[src/rtl/dsa_simd_scheduler.sv]
// Job sequencer for an N-lane bilinear datapath: walks the output image in raster order,
// fetches four source neighbours per lane, runs the datapath and writes the lane results.
//
// state     | meaning
// IDLE      | waiting for job_start, cfg latched on accept
// ROW       | advance source row base until it matches iy for this output row
// FETCH     | issue/collect 4 reads per active lane, zero inactive lanes
// COMPUTE   | dp_start high for exactly this cycle
// WAIT_DP   | wait for dp_done, capture lane results
// WRITE     | write active lane results in ascending order
// NEXT      | advance x / y, pick next group, row or finish
// DONE      | pulse job_done, drop busy
module dsa_simd_scheduler #(
  parameter int N      = 4,
  parameter int DIM_W  = 10,
  parameter int ADDR_W = 20
) (
  input  logic                    clk,
  input  logic                    rst,
  input  logic                    job_start,
  input  logic [DIM_W-1:0]        cfg_src_w,
  input  logic [DIM_W-1:0]        cfg_src_h,
  input  logic [DIM_W-1:0]        cfg_dst_w,
  input  logic [DIM_W-1:0]        cfg_dst_h,
  input  logic [15:0]             cfg_step_x,
  input  logic [15:0]             cfg_step_y,
  input  logic [ADDR_W-1:0]       cfg_src_base,
  input  logic [ADDR_W-1:0]       cfg_dst_base,
  output logic                    busy,
  output logic                    job_done,
  output logic                    rd_req,
  output logic [ADDR_W-1:0]       rd_addr,
  input  logic                    rd_valid,
  input  logic [7:0]              rd_data,
  output logic                    dp_start,
  input  logic                    dp_done,
  output logic [0:N-1][7:0]       dp_p00,
  output logic [0:N-1][7:0]       dp_p01,
  output logic [0:N-1][7:0]       dp_p10,
  output logic [0:N-1][7:0]       dp_p11,
  output logic [0:N-1][15:0]      dp_a,
  output logic [0:N-1][15:0]      dp_b,
  input  logic [0:N-1][7:0]       dp_pixel,
  output logic                    wr_en,
  output logic [ADDR_W-1:0]       wr_addr,
  output logic [7:0]              wr_data,
  input  logic                    wr_ready
);
  localparam int SW = DIM_W + 8;
  localparam int LW = (N > 1) ? $clog2(N) : 1;
  localparam int XW = DIM_W + 2;

  localparam logic [2:0] S_IDLE    = 3'd0;
  localparam logic [2:0] S_ROW     = 3'd1;
  localparam logic [2:0] S_FETCH   = 3'd2;
  localparam logic [2:0] S_COMPUTE = 3'd3;
  localparam logic [2:0] S_WAIT_DP = 3'd4;
  localparam logic [2:0] S_WRITE   = 3'd5;
  localparam logic [2:0] S_NEXT    = 3'd6;
  localparam logic [2:0] S_DONE    = 3'd7;

  logic [2:0]             state;
  logic [DIM_W-1:0]       c_src_w, c_src_h, c_dst_w, c_dst_h;
  logic [15:0]            c_step_x, c_step_y;
  logic [DIM_W-1:0]       x, y, row_iy;
  logic [SW-1:0]          sx, sy;
  logic [ADDR_W-1:0]      row_base, row1_base, out_addr;
  logic [LW-1:0]          lane, wlane;
  logic [1:0]             rd_sel;
  logic                   rd_pend;
  logic [0:N-1][7:0]      res;

  logic [DIM_W-1:0]  w_lim, h_lim, ix_raw, iy_raw, ix, ix1, iy_tgt, rd_col;
  logic [SW:0]       sx_inc, sy_inc;
  logic [SW-1:0]     sx_nxt, sy_nxt;
  logic [ADDR_W-1:0] rd_addr_nxt;
  logic [LW-1:0]     wl_nxt;
  logic              lane_act, wl_act, lane_last, wl_last, grp_end, row_last;

  assign w_lim  = (c_src_w == '0) ? '0 : c_src_w - DIM_W'(1);
  assign h_lim  = (c_src_h == '0) ? '0 : c_src_h - DIM_W'(1);
  assign ix_raw = sx[SW-1:8];
  assign iy_raw = sy[SW-1:8];
  assign ix     = (ix_raw > w_lim) ? w_lim : ix_raw;
  assign ix1    = (ix < w_lim) ? ix + DIM_W'(1) : w_lim;
  assign iy_tgt = (iy_raw > h_lim) ? h_lim : iy_raw;

  // Accumulators saturate rather than wrap; the clamp then pins them to the last column/row.
  assign sx_inc = {1'b0, sx} + (SW+1)'(c_step_x);
  assign sy_inc = {1'b0, sy} + (SW+1)'(c_step_y);
  assign sx_nxt = sx_inc[SW] ? '1 : sx_inc[SW-1:0];
  assign sy_nxt = sy_inc[SW] ? '1 : sy_inc[SW-1:0];

  assign rd_col      = rd_sel[0] ? ix1 : ix;
  assign rd_addr_nxt = (rd_sel[1] ? row1_base : row_base) + ADDR_W'(rd_col);

  assign wl_nxt    = wlane + LW'(1);
  assign lane_act  = (XW'(x) + XW'(lane)) < XW'(c_dst_w);
  assign wl_act    = (XW'(x) + XW'(wlane) + XW'(1)) < XW'(c_dst_w);
  assign lane_last = (lane == LW'(N-1));
  assign wl_last   = (wlane == LW'(N-1));
  assign grp_end   = (XW'(x) + XW'(N)) >= XW'(c_dst_w);
  assign row_last  = (XW'(y) + XW'(1)) == XW'(c_dst_h);

  always_ff @(posedge clk) begin
    if (rst) begin
      state <= S_IDLE;
      c_src_w <= '0; c_src_h <= '0; c_dst_w <= '0; c_dst_h <= '0;
      c_step_x <= '0; c_step_y <= '0;
      x <= '0; y <= '0; row_iy <= '0; sx <= '0; sy <= '0;
      row_base <= '0; row1_base <= '0; out_addr <= '0;
      lane <= '0; wlane <= '0; rd_sel <= '0; rd_pend <= 1'b0; res <= '0;
      busy <= 1'b0; job_done <= 1'b0; rd_req <= 1'b0; rd_addr <= '0;
      dp_start <= 1'b0; dp_p00 <= '0; dp_p01 <= '0; dp_p10 <= '0; dp_p11 <= '0;
      dp_a <= '0; dp_b <= '0; wr_en <= 1'b0; wr_addr <= '0; wr_data <= '0;
    end else begin
      rd_req   <= 1'b0;
      job_done <= 1'b0;
      case (state)
        S_IDLE: if (job_start) begin
          c_src_w <= cfg_src_w; c_src_h <= cfg_src_h;
          c_dst_w <= cfg_dst_w; c_dst_h <= cfg_dst_h;
          c_step_x <= cfg_step_x; c_step_y <= cfg_step_y;
          row_iy <= '0; row_base <= cfg_src_base; out_addr <= cfg_dst_base;
          x <= '0; y <= '0; sx <= '0; sy <= '0;
          busy <= 1'b1;
          state <= (cfg_dst_w == '0 || cfg_dst_h == '0) ? S_DONE : S_ROW;
        end
        S_ROW: begin
          // Row base walks forward one source row per cycle; iy never decreases.
          if (row_iy < iy_tgt) begin
            row_iy   <= row_iy + DIM_W'(1);
            row_base <= row_base + ADDR_W'(c_src_w);
          end else begin
            row1_base <= (iy_tgt < h_lim) ? row_base + ADDR_W'(c_src_w) : row_base;
            lane   <= '0;
            rd_sel <= '0;
            state  <= S_FETCH;
          end
        end
        S_FETCH: begin
          if (!lane_act) begin
            dp_p00[lane] <= '0; dp_p01[lane] <= '0;
            dp_p10[lane] <= '0; dp_p11[lane] <= '0;
            dp_a[lane] <= '0; dp_b[lane] <= '0;
            if (lane_last) begin
              dp_start <= 1'b1;
              state    <= S_COMPUTE;
            end else begin
              lane <= lane + LW'(1);
            end
          end else if (!rd_pend) begin
            rd_req  <= 1'b1;
            rd_addr <= rd_addr_nxt;
            rd_pend <= 1'b1;
          end else if (rd_valid) begin
            rd_pend <= 1'b0;
            case (rd_sel)
              2'd0:    dp_p00[lane] <= rd_data;
              2'd1:    dp_p01[lane] <= rd_data;
              2'd2:    dp_p10[lane] <= rd_data;
              default: dp_p11[lane] <= rd_data;
            endcase
            if (rd_sel == 2'd3) begin
              dp_a[lane] <= {8'h00, sx[7:0]};
              dp_b[lane] <= {8'h00, sy[7:0]};
              sx     <= sx_nxt;
              rd_sel <= '0;
              if (lane_last) begin
                dp_start <= 1'b1;
                state    <= S_COMPUTE;
              end else begin
                lane <= lane + LW'(1);
              end
            end else begin
              rd_sel <= rd_sel + 2'd1;
            end
          end
        end
        S_COMPUTE: begin
          dp_start <= 1'b0;
          state    <= S_WAIT_DP;
        end
        S_WAIT_DP: if (dp_done) begin
          res     <= dp_pixel;
          wlane   <= '0;
          wr_en   <= 1'b1;
          wr_addr <= out_addr;
          wr_data <= dp_pixel[0];
          state   <= S_WRITE;
        end
        S_WRITE: if (wr_ready) begin
          out_addr <= out_addr + ADDR_W'(1);
          if (!wl_last && wl_act) begin
            wlane   <= wl_nxt;
            wr_addr <= out_addr + ADDR_W'(1);
            wr_data <= res[wl_nxt];
          end else begin
            wr_en <= 1'b0;
            state <= S_NEXT;
          end
        end
        S_NEXT: begin
          lane   <= '0;
          rd_sel <= '0;
          if (grp_end) begin
            x  <= '0;
            sx <= '0;
            if (row_last) begin
              state <= S_DONE;
            end else begin
              y     <= y + DIM_W'(1);
              sy    <= sy_nxt;
              state <= S_ROW;
            end
          end else begin
            x     <= x + DIM_W'(N);
            state <= S_FETCH;
          end
        end
        default: begin
          job_done <= 1'b1;
          busy     <= 1'b0;
          state    <= S_IDLE;
        end
      endcase
    end
  end
endmodule

[config.mk]
export PLATFORM = sky130hd
export DESIGN_NAME = dsa_simd_scheduler
export DESIGN_NICKNAME = d
export VERILOG_FILES = /design/src/rtl/dsa_simd_scheduler.sv
export SDC_FILE = /design/constraint.sdc
export NUM_CORES = 1
export LEC_CHECK = 0
export BUFFER_PORTS_ARGS = -buffer_cell sky130_fd_sc_hd__buf_2
export CORE_UTILIZATION = 55
export DETAILED_ROUTE_END_ITERATION = 16
export GPL_ROUTABILITY_DRIVEN = 0
export PLACE_DENSITY = 0.78
export SETUP_SLACK_MARGIN = 0.15
export SLEW_MARGIN = 0
export SYNTH_ARGS = -nofsm -noshare
export SYNTH_HDL_FRONTEND = slang
export SYNTH_SLANG_ARGS = --single-unit
export TNS_END_PERCENT = 5
[constraint.sdc]
create_clock -name clk -period 11.5 [get_ports clk]
set_input_delay 0.575 -clock clk [delete_from_list [all_inputs] [get_ports clk]]
set_output_delay 0.575 -clock clk [all_outputs]
set_load 0.01 [all_outputs]
# Word-level counts from Yosys, hierarchy flattened
# Index checks and enable logic that the tools add are counted.
op_classes:
  n_lt_le_gt_ge: 11
  n_reduce_logical: 43
  n_eq_ne: 35
  bitwise_logic: 15
  mux: 125
  n_addsub: 19
ops:
  columns: ["cell", "count"]
  rows:
  - ["two-way mux 32 bit", 16]
  - ["two-way mux 64 bit", 8]
  - ["two-way mux 18 bit", 10]
  - ["two-way mux 20 bit", 9]
  - ["AND 32 bit", 4]
  - ["AND 64 bit", 2]
  - ["bitwise mux 32 bit", 4]
  - ["bitwise mux 64 bit", 2]
  - ["case mux 20 bit (2 select lines)", 3]
  - ["two-way mux 10 bit", 11]
  - ["NOT 64 bit", 1]
  - ["case mux 10 bit (2 select lines)", 3]
  - ["case mux 18 bit (3 select lines)", 1]
  - ["two-way mux 8 bit", 6]
  - ["adder 20 x 10 -> 20 bit", 2]
  - ["zero test 10 bit", 4]
  - ["two-way mux 3 bit", 13]
  - ["adder 18 x 16 -> 19 bit", 2]
  - ["case mux 18 bit (2 select lines)", 1]
  - ["AND reduction 4 bit", 9]
  - ["demux 16 bit (select 2 bit)", 1]
  - ["inequality test 2 bit, second input constant", 16]
  - ["NOT 32 bit", 1]
  - ["adder 10 x 1 -> 10 bit, second input constant", 3]
  - ["50 further kinds", 116]
totals:
  out_inout_bits: 309
  inputBits: 158
  register_bits: 549

# Longest topological paths before layout
logic_depth:
  word_depth: 10
  ltp_mapped: 36

# Worst setup path after synthesis
# Ideal clock, no wire load.
synth_path:
  path_kind: "register to register"
  startpoint: "reg c_src_w[0]"
  endpoint: "reg rd_addr[11]"
  synth_period_minus_slack_ns: 7.467
  slack_ns: 4.033
  required_ns: 11.378
  n_path_buf: 6
  t_arrival_ns: 7.345
  path_stages_with_launch: 37
  path_cell_list: "dfxtp_1 > clkbuf_1 > inv_1 > ha_1 > nor2b_1 > and3_1 > clkbuf_1 > a21oi_1 > inv_1 > ha_1 > nand4_1 > a211oi_1 > a2111o_1 > and2_1 > buf_2 > clkbuf_1 > mux2_2 > ha_1 > a21o_1 > a21o_1 > a211oi_1 > o21a_1 > o21ai_0 > nand2_1 > buf_2 > nand2_1 > a31oi_1 > ha_1 > a21o_1 > a21o_1 > a2111oi_4 > nor3_1 > or4_1 > clkbuf_1 > and2_1 > and4_1 > a311o_1"
synth_between:
  elab_chain_len: 8
synth_lines:
  columns: ["element", "line", "text"]
  rows:
  - ["start: declaration", "63", "logic [DIM_W-1:0] c_src_w, c_src_h, c_dst_w, c_dst_h;"]
  - ["start signal: assignment", "121", "c_src_w <= cfg_src_w; c_src_h <= cfg_src_h;"]
  - ["subtractor 10 x 1 -> 10 bit or zero test 10 bit (tied branches)", "80", "assign w_lim = (c_src_w == '0) ? '0 : c_src_w - DIM_W'(1);"]
  - ["two-way mux 10 bit (*)", "80", null]
  - ["greater-than comparator 10 bit", "84", "assign ix = (ix_raw > w_lim) ? w_lim : ix_raw;"]
  - ["two-way mux 10 bit", "84", null]
  - ["adder 10 x 1 -> 10 bit or less-than comparator 10 bit (tied branches)", "85", "assign ix1 = (ix < w_lim) ? ix + DIM_W'(1) : w_lim;"]
  - ["two-way mux 10 bit", "85", null]
  - ["two-way mux 10 bit (*)", "94", "assign rd_col = rd_sel[0] ? ix1 : ix;"]
  - ["adder 20 x 10 -> 20 bit (*)", "95", "assign rd_addr_nxt = (rd_sel[1] ? row1_base : row_base) + ADDR_W'(rd_col);"]
  - ["end signal: assignment", "154", "rd_addr <= rd_addr_nxt;"]
  - ["end: declaration", "32", "output logic [ADDR_W-1:0] rd_addr,"]
# Mark *: on every way between the ends. The rest lies on a longest branch, timed or not.
# A chain may end at the register's enable or synchronous reset.

# Final worst setup path
# Same ends and word-level chain as after synthesis.

==> results.toml <==
[run_status]
status = "finished clean"

[finish]
final_design_area_no_fill_mm2 = 0.0318
nets = 3960
post-route-util = 0.651
fillCellCount = 4239
drive_gt1_frac = 0.174
syn2layout_area_growth_pct = 17.1

[clock_network]
htree_levels = 2
cts_buffers = 56
cts_tree = "built"
cts_setup_buffers = 0
cts.repair.resized = 0
insertion_delay_ns = 0.62
numClockSinks = 547
clkSlewWorstSetupHoldPaths_ns = 0.06
root_buffer = "clkbuf_16"
cts_hold_buf = 0
cts_buffer_depth = 3

[pwr]
power.density_mw_per_mm2 = 185
ir_drop_v = 0.000131
p_leak_uw = 0.0142

[global_routing]
antenna_found_initial = 8
grt_usage = 0.298
first_global_vias = 22455
grt_first_pass_wirelength_um = 121000
grt_max_degree = 123
grt-ovfl-total = 0

[route]
vias = 24902
dr.pass1.iters = 7
route.detailed.drc = 0
wl_um = 78400
wl_per_cell_um = 17.9
drtIter0Drc = 2058
ant_nets = 0
viasPerCell = 5.70

[critical_path]
endpoint_kind = "flip-flop"
crit_type = "flip-flop to flip-flop"
cp.required_ns = 12.00
start_kind = "flip-flop"
reg2reg_slack_ns = 3.03
crit_slowest_cell = "and2_1"
cp.arrival_ns = 8.97
crit_path_max_incr_delay_ns = 0.67
critPathMaxFanout = 19

[timing]
setup_tns_ns = 0
slew_viol_final = 0
rsz0062_at_grt = "no"
final-setup-viol-count = 0
finClkSkew_ns = 0.0214
tightest_slew_ns = 1.18
fin_crit_ns = 8.47
fmax_mhz = 118
maxSlewHeadroom = 0.212
hold_viol = 0
period_share = 0.737
worst_slack_ns = 3.03

[die]
start_util = 0.556
fp.dieW_um = 224
dieHeight_um = 224
rows = 81
core_mm2 = 0.0488
die_area_mm2 = 0.0503
num_io_pins = 467

[yosys]
synth_ff_type = "dfxtp_1"
synth_most_common_cell = "nand2_1"
synth_seq_cells = 547
yosysTopAreaCell = "dfxtp_1"
ys_warn_count = 0
yosys-top-cells-count = "nand2_1, dfxtp_1, a21oi_1"
seq_area_frac_synth = 0.403
syn_nets = 3632
synthDistinctLibCells = 81
synthTopCellsByArea = "dfxtp_1, nand2_1, ha_1, a21oi_1, mux2i_1"
syn_area_per_cell_um2 = 8.17
yosysTopAreaCellShare = 0.403
syn_area_mm2 = 0.0272
postSynth.asyncResetShare = 0
synth-edff-count = 0
syn_inst = 3326

[placed_design]
port_buffers = 466
dpl_cell_area_mm2 = 0.0297
pre_cts_slack_ns = 3.16
dpl.hpwl_um = 55200

[job]
max_cap_viol_count = 0

[worst_hold_path]
hp-class = "input port to flip-flop"
[cell type report]
class | instances | area [µm²] | area share
multi-input combinational | 2469 | 15100 | 0.474
sequential | 547 | 11000 | 0.344
timing repair buffer | 488 | 2510 | 0.0788
clock buffer | 80 | 1650 | 0.0520
tap | 664 | 831 | 0.0261
clock inverter | 23 | 435 | 0.0137
inverter | 92 | 350 | 0.0110
antenna | 7 | 17.5 | 0.000551
[worst max-delay path: cells and delay by family, from the launching register on]
family,cells,cell delay (ns)
buffers and inverters,2,0.27
DFF,1,0.50
AOI/OAI and AO/OA,13,3.08
and+or+nand+nor,10,2.93
muxes,1,0.43
adders and majority gates,4,1.13
[state kept, by name, indices dropped and copies added, names as in the netlist, 20 cells and up]
register	cells
dp_p10	32
dp_p11	32
row_base	20
res	32
dp_p00	32
wr_addr	20
dp_b	64
dp_a	64
out_addr	20
row1_base	20
rd_addr	20
dp_p01	32
[stage by stage]
stage	total power [µW]	std cells	hold slack (ns)
finish	5870	4370	0.195
global route	6160	4369	0.185
CTS	5880	4363	0.162
detailed placement	3840	4260	0.443
global placement	3820	4260	0.439
floorplan	3400	3326	0.433
[cells in the final DEF, fill, tap and decap left out, types with 20 or more instances in the layout]
master,Yosys,final
dfxtp_1,547,547
nand2_1,670,669
xnor2_1,73,73
nor2_1,200,199
buf_2,30,465
a211oi_1,56,56
nor4_1,20,20
nand3_1,106,102
mux2i_1,142,142
inv_1,90,90
xor2_1,36,36
o21ai_0,172,172
buf_4,2,22
nand4_1,25,25
a21oi_1,337,336
nor3_1,47,44
ha_1,144,144
clkbuf_16,0,57
and3_1,91,91
and2_1,26,26
[worst paths after layout]
check           endpoint           from  depth (start not counted)
max          rd_addr[11]     c_src_w[0]                         30
min          c_step_y[8]  cfg_step_y[8]                          3
max reg2reg  rd_addr[11]     c_src_w[0]                         30
min reg2reg      dp_a[7]        dp_a[7]                          2
[metal layers]
| layer | share of wire | GRT usage | vias up |
|---|---|---|---|
| li1 | - | - | 12273 |
| met4 | 0.030 | 0.0972 | 4 |
| met5 | 0.00034 | 0 | - |
| met2 | 0.46 | 0.484 | 800 |
| met3 | 0.069 | 0.0600 | 146 |
| met1 | 0.44 | 0.397 | 11679 |
[report_power, final]
part | internal, µW | switching, µW | leakage, µW
clock network | 1250 | 787 | 0.00102
registers | 2050 | 182 | 0.00443
logic | 568 | 1030 | 0.00877
total | 3870 | 2000 | 0.0142
[cells by family after synthesis]
| kind of cell | count (synthesis) | synth area share |
|---|---|---|
| compound gates | 764 | 0.171 |
| simple gates | 1280 | 0.210 |
| mux | 168 | 0.0664 |
| xor+xnor | 109 | 0.0351 |
| fa+ha+maj | 148 | 0.0693 |
| flops | 547 | 0.403 |
| buf+inv | 310 | 0.0445 |
(Power assumes the default switching activity.)
